<file path="config.mk">
export PLATFORM = sky130hd
export DESIGN_NAME = keypad_scan
export DESIGN_NICKNAME = d
export VERILOG_FILES = /design/src/rtl/keypad_pkg.sv /design/src/rtl/keypad_debounce.sv /design/src/rtl/keypad_scan.sv
export SDC_FILE = /design/constraint.sdc
export NUM_CORES = 1
export LEC_CHECK = 0
export CAP_MARGIN = 20
export CELL_PAD_IN_SITES_DETAIL_PLACEMENT = 0
export CELL_PAD_IN_SITES_GLOBAL_PLACEMENT = 1
export CORE_UTILIZATION = 25
export CTS_CLUSTER_DIAMETER = 100
export DETAILED_ROUTE_END_ITERATION = 12
export PLACE_DENSITY = 0.54
export SYNTH_ARGS = -nofsm -noshare
export SYNTH_HDL_FRONTEND = slang
export SYNTH_SLANG_ARGS = --single-unit
</file>
<file path="constraint.sdc">
create_clock -name clk -period 3.4 [get_ports clk]
set_input_delay 0.85 -clock clk [delete_from_list [all_inputs] [get_ports clk]]
set_output_delay 0.85 -clock clk [all_outputs]
set_load 0.01 [all_outputs]
</file>
<file path="src/rtl/keypad_pkg.sv">
// Shared constants, column state type and helpers for the 4x4 keypad front end.
package keypad_pkg;

  localparam int KP_ROWS = 4;
  localparam int KP_COLS = 4;
  localparam int KP_KEYS = 16;

  typedef enum logic [1:0] {
    COL0 = 2'd0,
    COL1 = 2'd1,
    COL2 = 2'd2,
    COL3 = 2'd3
  } kp_col_t;

  function automatic logic [3:0] kp_index(input logic [1:0] col, input logic [1:0] row);
    return {col, row};
  endfunction

  function automatic logic is_onehot16(input logic [15:0] v);
    return (v != 16'h0000) && ((v & (v - 16'd1)) == 16'h0000);
  endfunction

endpackage

</file>
<file path="src/rtl/keypad_debounce.sv">
// Whole-matrix debouncer: counts identical sweeps and commits single-key
// snapshots (or "no key") to the registered one-hot code.
module keypad_debounce
  import keypad_pkg::*;
#(
  parameter int DEBOUNCE_SCANS = 20
) (
  input  logic               clk,
  input  logic               RSTn,
  input  logic               sweep_end,
  input  logic [KP_KEYS-1:0] cur,
  output logic [KP_KEYS-1:0] onehot,
  output logic               press
);

  localparam int CW = $clog2(DEBOUNCE_SCANS + 1);
  localparam logic [CW-1:0] CNT_MAX = CW'(DEBOUNCE_SCANS);

  logic [KP_KEYS-1:0] last;
  logic [CW-1:0]      stable_cnt;
  logic [CW-1:0]      cnt_next;
  logic               commit;

  // Commit only on the sweep that first reaches the threshold, so a held key
  // with a saturated counter never re-commits.
  always_comb begin
    cnt_next = CW'(1);
    if (cur == last) begin
      cnt_next = (stable_cnt == CNT_MAX) ? CNT_MAX : stable_cnt + CW'(1);
    end
    commit = sweep_end && (cnt_next == CNT_MAX) &&
             ((stable_cnt != CNT_MAX) || (cur != last));
  end

  always_ff @(posedge clk) begin
    if (RSTn) begin
      last       <= '0;
      stable_cnt <= '0;
      onehot     <= '0;
      press      <= 1'b0;
    end else begin
      press <= 1'b0;
      if (sweep_end) begin
        last       <= cur;
        stable_cnt <= cnt_next;
      end
      // Multi-key snapshots (ghosting) leave the previous code in place.
      if (commit) begin
        if (cur == '0) begin
          onehot <= '0;
        end else if (is_onehot16(cur)) begin
          onehot <= cur;
          press  <= (cur != onehot);
        end
      end
    end
  end

endmodule

</file>
<file path="src/rtl/keypad_scan.sv">
// 4x4 active-low keypad scanner: drives one column low at a time, snapshots
// the rows at the end of each column slot and hands full sweeps to the debouncer.
module keypad_scan
  import keypad_pkg::*;
#(
  parameter int SCAN_DIV       = 50000,
  parameter int DEBOUNCE_SCANS = 20
) (
  input  logic               clk,
  input  logic               RSTn,
  input  logic [KP_ROWS-1:0] row_in,
  output logic [KP_COLS-1:0] col_out,
  output logic [KP_KEYS-1:0] onehot,
  output logic               press
);

  localparam int SW = $clog2(SCAN_DIV);

  kp_col_t            col;
  logic [SW-1:0]      slot;
  logic [11:0]        snap;
  logic               sample;
  logic               sweep_end;
  logic [KP_KEYS-1:0] cur;

  // Sampling on the last slot cycle gives the rows the rest of the slot to settle.
  assign sample    = (slot == SW'(SCAN_DIV - 1));
  assign sweep_end = sample && (col == COL3);
  assign cur       = {~row_in, snap};
  assign col_out   = ~(4'b0001 << col);

  always_ff @(posedge clk) begin
    if (RSTn) begin
      col  <= COL0;
      slot <= '0;
      snap <= '0;
    end else if (sample) begin
      slot <= '0;
      col  <= kp_col_t'(col + 2'd1);
      if (col != COL3) begin
        snap[kp_index(col, 2'd0) +: KP_ROWS] <= ~row_in;
      end
    end else begin
      slot <= slot + SW'(1);
    end
  end

  keypad_debounce #(
    .DEBOUNCE_SCANS(DEBOUNCE_SCANS)
  ) u_debounce (
    .clk      (clk),
    .RSTn     (RSTn),
    .sweep_end(sweep_end),
    .cur      (cur),
    .onehot   (onehot),
    .press    (press)
  );

endmodule

</file>
==> results of run 1 <==
## per-layer routing
metal | vias to the layer above | GRT usage (%)
met3 | 11 | 3.60
met2 | 46 | 21.0
met1 | 1490 | 20.1
met5 | - | 0
li1 | 1555 | -
met4 | 0 | 5.41
## registers in the layout, summed over array words and instances, names as in the netlist
register / flops
u_debounce.stable_cnt: 5
u_debounce.last: 16
slot: 16
snap: 12
col: 2
u_debounce.press: 1
u_debounce.onehot: 16
## per-stage QoR
step                instance area [µm²]  std cells  setup WS, ns  power, mW  hold WS (ns)
floorplan                          3600        431         0.575      0.852         0.426
global placement                   4020        619        0.0569      0.871         0.440
detailed placement                 4020        619        0.0419      0.872         0.452
CTS                                4340        635         0.391       1.90         0.465
global route                       4340        635         0.211       1.94         0.487
finish                             4340        635         0.397       1.86         0.460
## worst max-delay path, stage by stage
cell and delay, ns:
clkdlybuf4s50_1 0.55, xnor2_1 0.19, nor4_1 0.30, nand4_2 0.18
or4_4 0.68, nor3_2 0.32, a211oi_1 0.14
## cell families after synthesis
kind of cell,count (synthesis),share of synthesized area [%]
muxes,1,0.278
AOI/OAI and AO/OA,88,15.4
xor gates and xnor gates,48,11.7
adders and majority gates,8,2.78
buffers and inverters,47,6.66
and+or+nand+nor,171,25.4
DFF,68,37.8
## synth_stat cells (3+ instances only)
master,count
a31oi_1,5
or3_1,13
xnor2_1,23
nor4_1,7
nor2_1,38
a21oi_1,45
clkbuf_1,15
nor3_1,6
o21ai_0,3
o31ai_1,11
nand2b_1,3
a211oi_1,9
inv_1,11
ha_1,8
and3_1,3
buf_4,3
xor2_1,25
nand3_1,12
nand2_1,47
buf_2,12
buf_6,5
nand4_1,21
dfxtp_1,68
## final timing paths
kind             start  cells after the start               endpoint
max          row_in[0]                      7  u_debounce.onehot[14]
min            slot[0]                      1                slot[0]
max reg2reg   snap[11]                      7  u_debounce.onehot[14]
min reg2reg    slot[0]                      1                slot[0]
## layout make-up
class | instances | share of cell area, %
Timing Repair Buffer | 44 | 9.00
Tap cell | 180 | 5.19
Clock buffer | 11 | 5.59
Sequential cell | 68 | 31.4
Multi-Input combinational cell | 316 | 46.2
Clock inverter | 5 | 1.73
Inverter | 11 | 0.952
## cell usage in the layout, fill, tap and decap left out, drive strengths merged, types with 2 or more instances in the layout
cell	synthesis	final
a2111oi	2	2
a211oi	9	9
a21oi	45	45
a31oi	5	5
and3	3	3
and4	2	2
and4bb	2	2
buf	21	19
bufinv	0	2
clkbuf	15	11
clkdlybuf4s50	0	25
clkinv	0	3
dfxtp	68	68
ha	8	8
inv	11	11
nand2	47	47
nand2b	3	3
nand3	12	12
nand4	22	22
nand4b	2	2
nor2	38	38
nor2b	2	2
nor3	7	7
nor4	10	10
nor4b	2	2
o21ai	3	3
o21bai	2	2
o22a	2	2
o31ai	12	12
or2	2	2
or3	13	13
or4	2	2
xnor2	23	23
xor2	25	25
## power by group
| part | total [mW] | internal, mW | switching, mW |
|---|---|---|---|
| logic | 0.0510 | 0.0183 | 0.0327 |
| clock network | 1.01 | 0.658 | 0.352 |
| registers | 0.803 | 0.800 | 0.00277 |
==> results.txt, run 1 <==
WL/cell -> 15.5 µm
Area of the mapped netlist -> 0.00360 mm²
Cell taking the most area after synthesis -> dfxtp_1
Final min period -> 3.00 ns
Number of cell rows -> 43
RSZ-0062 raised after global routing -> no
H-tree Lvls -> 3
Num CTS Buffers -> 9
CP Launch Type -> input port
Cell variety after synth -> 54
1st-iter DRT viols -> 216
Worst path required time -> 3.60 ns
Setup Skew -> 0.00562 ns
WL met2 -> 4.26 mm
GRT Overall Usage -> 14.4%
# resized after CTS -> 0
Layout cells sized above 1 -> 9.67%
EDFF count, synth -> 0
Multi-input gate area -> 0.00200 mm²
Final-report max-slew violation count -> 0
IO Pins -> 27
Sink Count -> 68
Worst setup EP type -> flop
Max layer used -> met4
Critical path fanouts, max -> 13
Met3 wire length -> 321 µm
Post-Route M1 WL -> 5.08 mm
# hold bufs at CTS -> 0
Final Util -> 31.0%
Fmax -> 333 MHz
Syn Nets -> 445
Peak VDD IR -> 0.207 mV
Setup TNS -> 0 ns
Die Y -> 122 µm
Top FF cell, synth -> dfxtp_1
Post-Syn Instances -> 431
Mean post-synth cell area -> 8.36 µm²
Final Hold Fails -> 0
Sequential-to-total area share from yosys stat -> 37.8%
Largest cells by area after synthesis -> dfxtp_1 (38%), a21oi_1 (6.2%), xor2_1 (6.1%)
Nets -> 464
CTS max path bufs -> 2
Max-cap viol count -> 0
Die W -> 122 µm
Seq cells post-synth -> 68
Initial antenna violation count -> 0
Vias per cell -> 4.89
Leak Pwr -> 1.51 nW
PortBufs -> 26
Storage element area -> 0.00136 mm²
Worst EP arrival -> 3.21 ns
Status -> finished, final reports clean
Core box area -> 0.0140 mm²
Slew headroom -> 60.3%
First-pass GRT wire length -> 16.2 mm
Setup violators final -> 0
Yosys warning total -> 0
Final ANT Viol Nets -> 0
Worst skew pair latency -> 0.34 ns
Least-Margin Pin Slew -> 0.596 ns
FFs w/ async S/R, synth -> 0%
Worst-path clk slew -> 0.05 ns
Largest net degree at the start of global routing -> 40
Post-CTS setup buffers -> 0
R2R setup slack -> 0.70 ns
Die area -> 0.0149 mm²
Final Cycle Share -> 88.3%
Post-Route WL -> 9.81 mm
CTS tree -> built
Vias in the first global route -> 3007
Filler instances -> 1543
Clk root buf -> clkbuf_16
Syn-to-layout area delta -> 20.4%
Crit path kind -> input port to flop
Vias -> 3102
GR Overflow Total -> 0
Starting Density -> 25.8%
DRT Pass-1 Iters -> 4
Final HPWL DP -> 6.91 mm
Area fraction of the dominant cell type after synthesis -> 37.8%
Routability cong. -> 0.752
Type of the tightest min-delay check -> flop to flop
Pwr dens -> 429 mW/mm²
N_diodes -> 0
# DRC -> 0
(Power assumes the default switching activity.)
==> run 2: changes to the inputs <==
==> constraint.sdc (replaced) <==
create_clock -name clk -period 3.4 [get_ports clk]
set_input_delay 0.34 -clock clk [delete_from_list [all_inputs] [get_ports clk]]
set_output_delay 0.34 -clock clk [all_outputs]
set_load 0.01 [all_outputs]
==> results.txt, run 2 (same netlist as run 1, synthesis figures left out) <==
Leak Pwr -> 1.49 nW (-1.5%)
Initial antenna violation count -> 0 (unchanged)
Status -> finished, final reports clean
Clk root buf -> clkbuf_16
1st-iter DRT viols -> 246 (+14%)
Vias per cell -> 4.92 (+0.79%)
RSZ-0062 raised after global routing -> no
# resized after CTS -> 0 (unchanged)
Post-CTS setup buffers -> 0 (unchanged)
Vias -> 3102 (unchanged)
WL/cell -> 15.8 µm (+2.1%)
Pwr dens -> 439 mW/mm² (+2.2%)
First-pass GRT wire length -> 16.5 mm (+1.9%)
Final Cycle Share -> 77.5% (-11 points)
Setup violators final -> 0 (unchanged)
CP Launch Type -> input port
Die area -> 0.0149 mm² (unchanged)
Crit path kind -> input port to flop
Number of cells on the worst reg-to-reg path -> 7 (unchanged)
Worst EP arrival -> 2.83 ns (-0.38 ns)
R2R setup slack -> 0.79 ns (+0.09 ns)
Num CTS Buffers -> 9 (unchanged)
Reg2reg end -> u_debounce.onehot[13]
Final ANT Viol Nets -> 0 (unchanged)
Max layer used -> met4
Setup Skew -> 0.00710 ns (+0.00148 ns)
Pre-CTS setup slack -> 0.413 ns (+0.371 ns)
N_diodes -> 0 (unchanged)
Starting Density -> 25.8% (unchanged)
GRT Overall Usage -> 14.7% (+0.33 points)
Setup TNS -> 0 ns (unchanged)
Number of cell rows -> 43 (unchanged)
Most frequent cells in the layout -> dfxtp_1 (68), nand2_1 (47), a21oi_1 (45)
Slew headroom -> 46.1% (-14 points)
Commonest non-fill, non-tap cell in the layout -> dfxtp_1
Post-Route WL -> 9.94 mm (+1.3%)
Max-cap viol count -> 0 (unchanged)
Crit. Startpoint -> row_in[1]
Final Util -> 30.8% (-0.19 points)
Worst setup EP type -> flop
H-tree Lvls -> 3 (unchanged)
PortBufs -> 26 (unchanged)
Syn-to-layout area delta -> 19.6%
Final Hold Fails -> 0 (unchanged)
Worst skew pair latency -> 0.34 ns (about the same)
Met3 wire length -> 476 µm (+48%)
Die Y -> 122 µm (unchanged)
CTS tree -> built
CTS max path bufs -> 2 (unchanged)
Peak VDD IR -> 0.230 mV (+11%)
Layout cells sized above 1 -> 8.44% (-1.2 points)
Final-report max-slew violation count -> 0 (unchanged)
# hold bufs at CTS -> 0 (unchanged)
WL met2 -> 4.36 mm (+2.5%)
GR Overflow Total -> 0 (unchanged)
Worst R2R Start -> snap[10]
Worst Slack Setup Final -> 0.766 ns (+0.369 ns)
Worst-path clk slew -> 0.06 ns (about the same)
Type of the tightest min-delay check -> input port to flop
Final Power -> 1.89 mW (+1.6%)
Critical path fanouts, max -> 13 (unchanged)
Sink Count -> 68 (unchanged)
Fmax -> 380 MHz (+14%)
Worst Setup EP -> u_debounce.onehot[13]
Regs by FF count -> slot: 16 flops, u_debounce.last: 16 flops, u_debounce.onehot: 16 flops
Post-Route M1 WL -> 4.90 mm (-3.5%)
Final HPWL DP -> 6.91 mm (about the same)
Largest net degree at the start of global routing -> 39 (-2.5%)
Worst path required time -> 3.60 ns (about the same)
Vias in the first global route -> 3073 (+2.2%)
Core box area -> 0.0140 mm² (unchanged)
Least-Margin Pin Slew -> 0.807 ns (+0.210 ns)
Final min period -> 2.63 ns (-0.369 ns)
Routability cong. -> 0.814 (+8.2%)
Nets -> 459 (-1.1%)
Die W -> 122 µm (unchanged)
# DRC -> 0 (unchanged)
Smallest hold slack -> 0.386 ns (-0.0741 ns)
DRT Pass-1 Iters -> 4 (unchanged)
IO Pins -> 27 (unchanged)
[run 2: cell count changes in the layout (fill, tap and decap cells not counted), sizes merged]
cell / before / now
clkbuf: 11 / 13
buf: 19 / 14
clkinv: 3 / 1
[run 2: worst min path at each step]
stage,startpoint,to,slack [ns],cells after the start
after global routing,RSTn,u_debounce.last[15],0.40,2
after floorplan,slot[0],slot[0],0.43,1
final,RSTn,u_debounce.last[15],0.39,2
after CTS,RSTn,u_debounce.last[15],0.38,2
after detailed placement,slot[0],slot[0],0.45,1
after global placement,slot[0],slot[0],0.44,1
[run 2: report_power, final]
part | switching [mW] | leakage, nW | internal (mW)
Sequential | 0.00268 | 0.548 | 0.800
Clock | 0.357 | 0.160 | 0.684
Combinational | 0.0323 | 0.784 | 0.0168
[run 2: final cells by class]
class,instances,area [µm²]
sequential,68,1360
clock buffer,13,260
timing repair buffer,39,353
fill,1506,9680
multi-input combinational,316,2000
tap,180,225
inverter,11,41.3
clock inverter,3,68.8
[run 2: through the flow]
stage	cell area, µm²	std cells
finish	4310	630
global route	4310	630
CTS	4310	630
detailed placement	3980	614
global placement	3980	613
floorplan	3600	431
[run 2: critical path: stages]
cell and delay (ns):
clkdlybuf4s50_1 0.64, xnor2_1 0.22, nor4_1 0.36, nand4_2 0.16, or4_4 0.66, nor3_2 0.32
a211oi_1 0.12
[run 2: routing by layer]
metal / GRT usage (%) / vias to the layer above
met4: 7.09 / 0
met2: 21.5 / 75
met1: 20.3 / 1460
met3: 3.09 / 15
li1: - / 1552
met5: 0 / -
==> patch: new RTL, config.mk and constraints of run 1 <==
Reset style: asynchronous (`RSTn`), changed in 2 clocked blocks.
--- a/src/rtl/keypad_debounce.sv
+++ b/src/rtl/keypad_debounce.sv
@@ -34,3 +34,3 @@
 
-  always_ff @(posedge clk) begin
+  always_ff @(posedge clk or posedge RSTn) begin
     if (RSTn) begin
--- a/src/rtl/keypad_scan.sv
+++ b/src/rtl/keypad_scan.sv
@@ -31,3 +31,3 @@
 
-  always_ff @(posedge clk) begin
+  always_ff @(posedge clk or posedge RSTn) begin
     if (RSTn) begin
Behaviour: no difference found for any inputs over 10 cycles, from zero or initial values and one cycle with RSTn high; that may be too few to reach the edited logic, so the function may still have changed.
==> patch against run 1 <==
Total power fell by 1.1%; synthesized area up 0.17%; sequential share of layout area increased by 7.1 points; cell area is 2.0% higher; first-iteration DRC count fell by 66%; routed wire length fell by 16%; synthesized cell count fell by 23%; sequential cell count did not move; critical path depth is 1 higher; sequential power increased by 0.9%; worst setup slack better by 130 ps; critical endpoint is now u_debounce.onehot[5]$_DFFE_PP0P_; highest routed layer unchanged.
==> patch: results (changes against run 1) <==
DRT Wirelength=8240 um (-16%); drt pass-1 iters=6 (+2); Worst Skew=6.64 ps (+1.02 ps); layout cell share with drive strength beyond 1=0.203 (+0.107); Hold WS=489 ps (+29.8 ps); # clk buffers=13 (+2); status=completed; setup slack, reg-to-reg=880 ps (+180 ps); Die W=122 um (about the same); Area Overhead vs Synth=22.5%; fraction of area in multi-input gates=0.392 (-0.0700); Post-DP Area=0.00411 mm^2 (+2.2%); Yosys cell types=46 (-15%); slowest stage delay, CP=620 ps (-60 ps); crit path to=u_debounce.onehot[5]$_DFFE_PP0P_; drt first-iter violations=73 (-66%); via/cell ratio=4.52 (-7.5%); Clock Tree Buf Depth=2 (unchanged); Final period util=0.845 (-0.0380); met3 WL=369 um (+15%); HPWL Detailed=5800 um (-16%); GRT Total Usage=0.125 (-0.0191); nonclk inv count=16 (+5); FILL cells=1430 (-7.3%); Non-Clock Buffer Count=40 (-9.1%); CP Launch Point=row_in[3]; Setup WS pre-CTS=179 ps (+138 ps); non-clk buf share=0.0882 (-0.00173); placed cell count=528 (-15%); net count after synthesis=346 (-22%); met2 wire length=3730 um (-12%); CP max FO=16 (+3); Nets=373 (-20%); met1 wire length=4060 um (-20%); vias in the first global route=2558 (-15%); sequential area share after synthesis=0.471 (+0.0936); Leakage=0.00212 uW (+40%); maximum vdd drop=0.211 mV (+1.9%); FF+latch area=0.00170 mm^2 (+25%); multi-input combinational cell count=224 (-29%); first-pass GRT wire length=13800 um (-15%); M1 GR Usage=0.166 (-0.0352); ant diodes=0 (unchanged); largest net degree at the start of global routing=33 (-18%); clk cell area share=0.0710 (-0.00226); RePlAce Congestion=0.751 (-0.21%); CP max stage cell=clkdlybuf4s50_1; met2 usage=0.189 (-0.0215); Mean Syn Cell Area=10.9 um^2 (+30%); routed vias=2459 (-21%); largest cells by area after synthesis=dfrtp_1 47%, mux2_2 9.4%, xor2_1 6.8%
## patch: cell count changes after synthesis, moves of 6 or more
cell and delta:
or3_1 -12, o21ai_0 +6, mux2_4 +6, o31ai_1 -11, dfxtp_1 -68, nand4_1 -12
buf_2 -6, mux2_2 +30, nor2_1 -6, nand2_1 -33, a211oi_1 -8, a21oi_1 -42
dfrtp_1 +68
## patch: kinds of logic (layout without fill, tap and decap cells)
| kind of cell | Yosys count | in the layout | synth area share |
|---|---|---|---|
| flip-flops | 68 | 68 | 0.471 |
| buffers and inverters | 40 | 72 | 0.0489 |
| AND/OR/NAND/NOR | 103 | 103 | 0.160 |
| multiplexers | 40 | 40 | 0.130 |
| adder cells (fa/ha/maj) | 9 | 9 | 0.0305 |
| XOR/XNOR | 48 | 48 | 0.116 |
| AO/OA/AOI/OAI | 24 | 24 | 0.0433 |
## patch: where the power goes
group / switching [uW] / internal [uW]
Sequential: 0 / 810
Combinational: 36.2 / 19.6
Clock: 350 / 628
